### src/rtl/rom_fetch_arbiter_pkg.sv
// Shared definitions for the ROM fetch arbiter: FSM state encoding,
// request size encoding and the size-to-byte-count mapping.
package rom_fetch_arbiter_pkg;

  // FSM state encoding
  localparam logic [1:0] ST_IDLE = 2'd0;
  localparam logic [1:0] ST_READ = 2'd1;
  localparam logic [1:0] ST_DONE = 2'd2;

  // Request size encoding; the unused code 3 behaves as a word
  localparam logic [1:0] SIZE_BYTE = 2'd0;
  localparam logic [1:0] SIZE_HALF = 2'd1;
  localparam logic [1:0] SIZE_WORD = 2'd2;

  // Number of ROM bytes a request of the given size fetches
  function automatic logic [2:0] size_to_bytes(input logic [1:0] size);
    case (size)
      SIZE_BYTE: return 3'd1;
      SIZE_HALF: return 3'd2;
      default:   return 3'd4;
    endcase
  endfunction

endpackage

### src/rtl/rom_fetch_arbiter_grant.sv
// rom_arb_grant: picks which requester is served next.
// Build option ROM_ARB_ROUND_ROBIN_EN: when defined, simultaneous requests
// go to the port not granted last (pointer register, reset prefers port 0);
// when undefined, port 0 (instruction fetch) always wins and no pointer exists.
module rom_arb_grant (
  input  logic       clk,
  input  logic       reset_n,
  input  logic [1:0] req_valid,
  input  logic       grant_en,   // arbiter is idle and can accept a grant
  output logic       grant_vld,  // some requester is asking
  output logic       grant_id    // index of the selected requester
);

  assign grant_vld = |req_valid;

`ifdef ROM_ARB_ROUND_ROBIN_EN
  // Preferred port for the next tie; port 0 after reset
  logic r_ptr;

  // Tie goes to the pointer, otherwise the single active requester wins
  always_comb begin
    grant_id = (&req_valid) ? r_ptr : req_valid[1];
  end

  // Pointer moves to the other port whenever a grant is actually issued
  always_ff @(posedge clk or negedge reset_n) begin
    if (!reset_n) begin
      r_ptr <= 1'b0;
    end else if (grant_en && grant_vld) begin
      r_ptr <= ~grant_id;
    end
  end
`else
  logic w_unused;

  // Fixed priority: port 1 only when port 0 is quiet
  always_comb begin
    grant_id = req_valid[1] & ~req_valid[0];
  end

  // Clock, reset and enable only matter for the pointer build
  assign w_unused = ^{clk, reset_n, grant_en};
`endif

endmodule

### src/rtl/rom_fetch_arbiter.sv
// rom_fetch_arbiter: shares one byte-wide ROM between instruction fetch
// (port 0) and data load (port 1). A granted request reads 1, 2 or 4 bytes
// little-endian starting at any byte address, then pulses done to its owner.
// Build option ROM_ARB_ROUND_ROBIN_EN selects round-robin arbitration in
// rom_arb_grant; without it port 0 has fixed priority.
module rom_fetch_arbiter
  import rom_fetch_arbiter_pkg::*;
#(
  parameter int depth = 512  // ROM depth in 32-bit words
) (
  input  logic        clk,
  input  logic        reset_n,
  input  logic [1:0]  req_valid,
  input  logic [31:0] req_address0,
  input  logic [31:0] req_address1,
  input  logic [1:0]  req_size0,
  input  logic [1:0]  req_size1,
  output logic [1:0]  req_ready,
  output logic [1:0]  done,
  output logic [31:0] rd_data,
  output logic        rd_error,
  output logic [31:0] rom_address,
  input  logic [7:0]  rom_read_data,
  input  logic        rom_illegal_address
);

  // The ROM itself flags out-of-range addresses; depth only has to be sane
  if (depth < 1) begin : g_depth_check
    $error("rom_fetch_arbiter: depth must be at least 1");
  end

  logic [1:0]  r_state;
  logic        r_owner;
  logic [31:0] r_addr;
  logic [2:0]  r_len;
  logic [1:0]  r_idx;
  logic [31:0] r_data;
  logic        r_error;
  logic [31:0] r_rom_addr;

  logic        w_idle;
  logic        w_grant_vld;
  logic        w_grant_id;
  logic        w_grant_take;
  logic        w_last;
  logic [31:0] w_sel_addr;
  logic [1:0]  w_sel_size;

  assign w_idle       = (r_state == ST_IDLE);
  assign w_grant_take = w_idle && w_grant_vld;
  assign w_sel_addr   = w_grant_id ? req_address1 : req_address0;
  assign w_sel_size   = w_grant_id ? req_size1 : req_size0;
  assign w_last       = ({1'b0, r_idx} == (r_len - 3'd1));

  rom_arb_grant u_grant (
    .clk       (clk),
    .reset_n   (reset_n),
    .req_valid (req_valid),
    .grant_en  (w_idle),
    .grant_vld (w_grant_vld),
    .grant_id  (w_grant_id)
  );

  // Acceptance pulse only while idle; reset suppresses it immediately
  always_comb begin
    req_ready = 2'b00;
    if (reset_n && w_grant_take) begin
      req_ready[w_grant_id] = 1'b1;
    end
  end

  // Completion pulse is the single DONE cycle, steered to the owner
  always_comb begin
    done = 2'b00;
    if (r_state == ST_DONE) begin
      done[r_owner] = 1'b1;
    end
  end

  assign rd_data     = r_data;
  assign rd_error    = r_error;
  assign rom_address = r_rom_addr;

  // Transaction FSM: grant/latch, byte-by-byte capture, one-cycle completion
  always_ff @(posedge clk or negedge reset_n) begin
    if (!reset_n) begin
      r_state    <= ST_IDLE;
      r_owner    <= 1'b0;
      r_addr     <= '0;
      r_len      <= '0;
      r_idx      <= '0;
      r_data     <= '0;
      r_error    <= 1'b0;
      r_rom_addr <= '0;
    end else begin
      case (r_state)
        ST_IDLE: begin
          if (w_grant_vld) begin
            r_state    <= ST_READ;
            r_owner    <= w_grant_id;
            r_addr     <= w_sel_addr;
            r_len      <= size_to_bytes(w_sel_size);
            r_idx      <= 2'd0;
            r_data     <= '0;
            r_error    <= 1'b0;
            r_rom_addr <= w_sel_addr;
          end
        end
        ST_READ: begin
          if (rom_illegal_address) begin
            // Abort: nothing partial is ever returned
            r_data  <= '0;
            r_error <= 1'b1;
            r_state <= ST_DONE;
          end else begin
            r_data[{r_idx, 3'b000} +: 8] <= rom_read_data;
            if (w_last) begin
              // Address stays on the final byte until the next grant
              r_state <= ST_DONE;
            end else begin
              r_idx      <= r_idx + 2'd1;
              r_rom_addr <= r_addr + {30'd0, r_idx + 2'd1};
            end
          end
        end
        ST_DONE: begin
          r_state <= ST_IDLE;
        end
        default: begin
          r_state <= ST_IDLE;
        end
      endcase
    end
  end

endmodule

### config.mk
export PLATFORM = sky130hd
export DESIGN_NAME = rom_fetch_arbiter
export DESIGN_NICKNAME = d
export VERILOG_FILES = /design/src/rtl/rom_fetch_arbiter_pkg.sv /design/src/rtl/rom_fetch_arbiter_grant.sv /design/src/rtl/rom_fetch_arbiter.sv
export SDC_FILE = /design/constraint.sdc
export NUM_CORES = 1
export LEC_CHECK = 0
export CAP_MARGIN = 20
export CORE_ASPECT_RATIO = 0.5
export CORE_MARGIN = 2
export CORE_UTILIZATION = 35
export CTS_BUF_LIST = sky130_fd_sc_hd__clkbuf_4 sky130_fd_sc_hd__clkbuf_8 sky130_fd_sc_hd__clkbuf_16
export DETAILED_ROUTE_END_ITERATION = 10
export PLACE_DENSITY = 0.63
export SETUP_SLACK_MARGIN = 0.1
export SLEW_MARGIN = 25
export SYNTH_ARGS = -nofsm -noshare
export SYNTH_HDL_FRONTEND = slang
export SYNTH_SLANG_ARGS = --single-unit
### constraint.sdc
create_clock -name clk -period 2.2 [get_ports clk]
set_input_delay 0.44 -clock clk [delete_from_list [all_inputs] [get_ports clk]]
set_output_delay 0.44 -clock clk [all_outputs]
set_load 0.005 [all_outputs]
==> qor.csv, run 1 <==
stage,metric,value,unit
timing,RSZ-0062 raised after global routing,true,
worst_setup_path,Crit path required time,2470,ps
pwr,peak supply drop,0.000513,V
route,1st-iter DRT viols,232,
yosys,"count leader, synth",dfrtp_1,
floorplan,core area,14600,um^2
timing,Final min period,2110,ps
yosys,Synth warnings,0,
flow_run,maxcap violations,0,
route,via count,4653,
yosys,synth unique cells,51,
timing,Worst slew margin,57.2,%
grt,total congestion overflow,0,
route,Remaining DRCs,0,
yosys,Syn Area/Cell,10.3,um^2
pwr,Tot Pwr,9.50,mW
grt,initial antenna violation count,0,
grt,largest net degree at the start of global routing,106,
yosys,synthesis-stage register bit count,105,
worst_setup_path,Crit. End Element,flip-flop,
placement,Placer Congestion,0.828,
grt,GRT Overall Usage,19.0,%
worst_setup_path,Worst EP arrival,2380,ps
floorplan,Die Y-Extent,91.1,um
timing,Final setup viols,0,
floorplan,Core Rows,31,
placement,port buffer count,149,
timing,crit share post-route,95.9,%
yosys,"Seq/Total Area, Yosys",49.5,%
placement,DP Wirelength,10.7,mm
floorplan,Die W,178,um
cts,TritonCTS buffer count,9,
timing,Pins Over Slew Limit,0,
final_layout,area of the multi-input gates,2620,um^2
floorplan,die area,16200,um^2
yosys,Synth area leader,dfrtp_1,
yosys,most frequent cells after synthesis,"105 x dfrtp_1, 65 x nand2_1, 50 x o21ai_0",
floorplan,Starting Density,36.3,%
yosys,Post-synth ARST share,100,%
worst_setup_path,Critical Path Start Type,flip-flop,
route,Via density,5.19,
cts,"Reg clk slew, reported paths",70,ps
timing,skew final,12.0,ps
yosys,Post-synth EDFFs,0,
grt,global-route wire length before repair,24.3,mm
status,status,finished clean,
final_layout,P&R area growth vs syn,46.4,%
route,average routed wire per standard cell,16.4,um
final_layout,fraction of layout cells with a size suffix above 1,13.6,%
route,Routed Antenna Nets,0,
yosys,ys flop type,dfrtp_1,
timing,final hold vios,0,
cts,clock latency on the worst-skew pair,350,ps
route,final wirelength,14.7,mm
yosys,Post-Syn Instances,513,
yosys,Synth Net Count,602,
worst_setup_path,Worst Path Max Fanout,4,
timing,final hold slack,161,ps
yosys,main area contributors after synthesis,"dfrtp_1 50%, mux2i_1 6.0%, a22o_1 5.4%, o21ai_0 4.7%, nand2_1 4.6%",
cts,Sink Count,105,
yosys,Post-Synthesis Cell Area,5310,um^2
final_layout,Seq. cell area,2630,um^2
final_layout,# fillers,1303,
timing,Max Fclk,474,MHz
hold_path,worst min-delay path category,primary input to async pin,
pwr,LEAKAGE,3.34,nW
final_layout,ANT cells,0,
cts,CTS tree,yes,
yosys,post-synth top area share,49.5,%
timing,worst slew pin tran,642,ps
final_layout,Final nets,783,
floorplan,Ports,150,
worst_setup_path,WS Path Type,flip-flop to flip-flop,
cts,Root Driver,clkbuf_16,
final_layout,final core utilization,53.1,%
route,First-pass DRT Iterations,4,
grt,vias in the first global route,4658,
pwr,PwrDens,1220,nW/um^2
cts,Longest Clk Path Bufs,2,
cts,Max H-tree Level,3,
-- flip-flops by register name (all words and copies together) (netlist names) --
signal,cells
r_addr,32
r_owner,1
r_state,2
r_idx,2
rom_address,32
rd_error,1
r_len,3
rd_data,32
-- path summary, 6_finish.rpt --
path	from	end	slack, ps	depth (start not counted)
min in group clk	rom_address[4]	rom_address[4]	480	1
max	r_idx[0]	rom_address[18]	90	9
min	reset_n	rom_address[11]	160	2
min reg2reg	rom_address[4]	rom_address[4]	480	1
max in group asynchronous	reset_n	r_state[1]	1500	2
max reg2reg	r_idx[0]	rom_address[18]	90	9
-- critical path, cell delays in order, from the launching register on --
cell and delay, ps:
dfrtp_1 360, inv_2 80, ha_4 290, fa_2 240, nand4_4 170, buf_6 180
nor4_4 290, nand3_1 140, xor2_1 160, o21ai_1 130
-- layer usage --
layer,track usage [%],up-vias,share of wire (%)
met5,0,-,0
met4,4.44,0,1.2
met3,4.15,11,4.9
met2,31.2,113,48
met1,25.6,2285,46
li1,-,2244,-
-- cells in the final DEF, fill, tap and decap left out, drive strengths merged, types with 20 or more instances in the layout --
| master | instances |
|---|---|
| nand2 | 65 |
| dfrtp | 105 |
| clkdlybuf4s50 | 145 |
| xor2 | 21 |
| mux2i | 32 |
| o21ai | 64 |
| buf | 50 |
| a21oi | 20 |
| a22o | 33 |
| nor2 | 20 |
-- area by class of cell --
cell class              instances  area share, %
repair buffers                198           24.9
flip-flops and latches        105           33.9
well taps                     198           3.19
clock buffers                  10           3.08
multi-input cells             374           33.7
clock inverters                 6          0.950
inverters                       6          0.290
-- logic make-up after synthesis --
kind of cell | count (synthesis) | share of synthesized area (%)
buffers and inverters | 34 | 3.07
adder cells (fa/ha/maj) | 8 | 2.03
AND/OR/NAND/NOR | 159 | 16.7
flip-flops | 105 | 49.5
AO/OA/AOI/OAI | 147 | 18.0
multiplexers | 32 | 6.04
XOR/XNOR | 28 | 4.62
-- through the flow --
step	cells	setup WS, ps	TNS (ps)	cell area, um^2
after floorplan	513	54.6	0	5330
after global placement	870	-17.9	-32.8	7310
after detailed placement	870	-60.7	-128	7310
after CTS	893	38.8	0	7720
after global routing	897	-21.0	-21.0	7770
final	897	90.8	0	7770
-- power breakdown --
part	total (mW)	switching [mW]	internal [mW]	leakage, nW
Clock	1.70	0.775	0.929	0.147
Sequential	3.34	0.698	2.64	1.33
Combinational	4.45	2.22	2.24	1.87
-- what timing repair did --
item | in CTS | in global routing
endpoints found under the setup margin | 26 | 25
gates cloned | 0 | 0
pin swaps | 14 | 12
hold buffers | 0 | 0
setup buffers | 7 | 4
resized for setup | 13 | 9
No activity file was read; power rests on OpenSTA's default activity.
==> inputs of run 2 (changes only) <==
Settings changed: HOLD_SLACK_MARGIN set to 0.12.
==> results of run 2 <==
No change in the layout: final DEF, timing and power equal those of run 1.
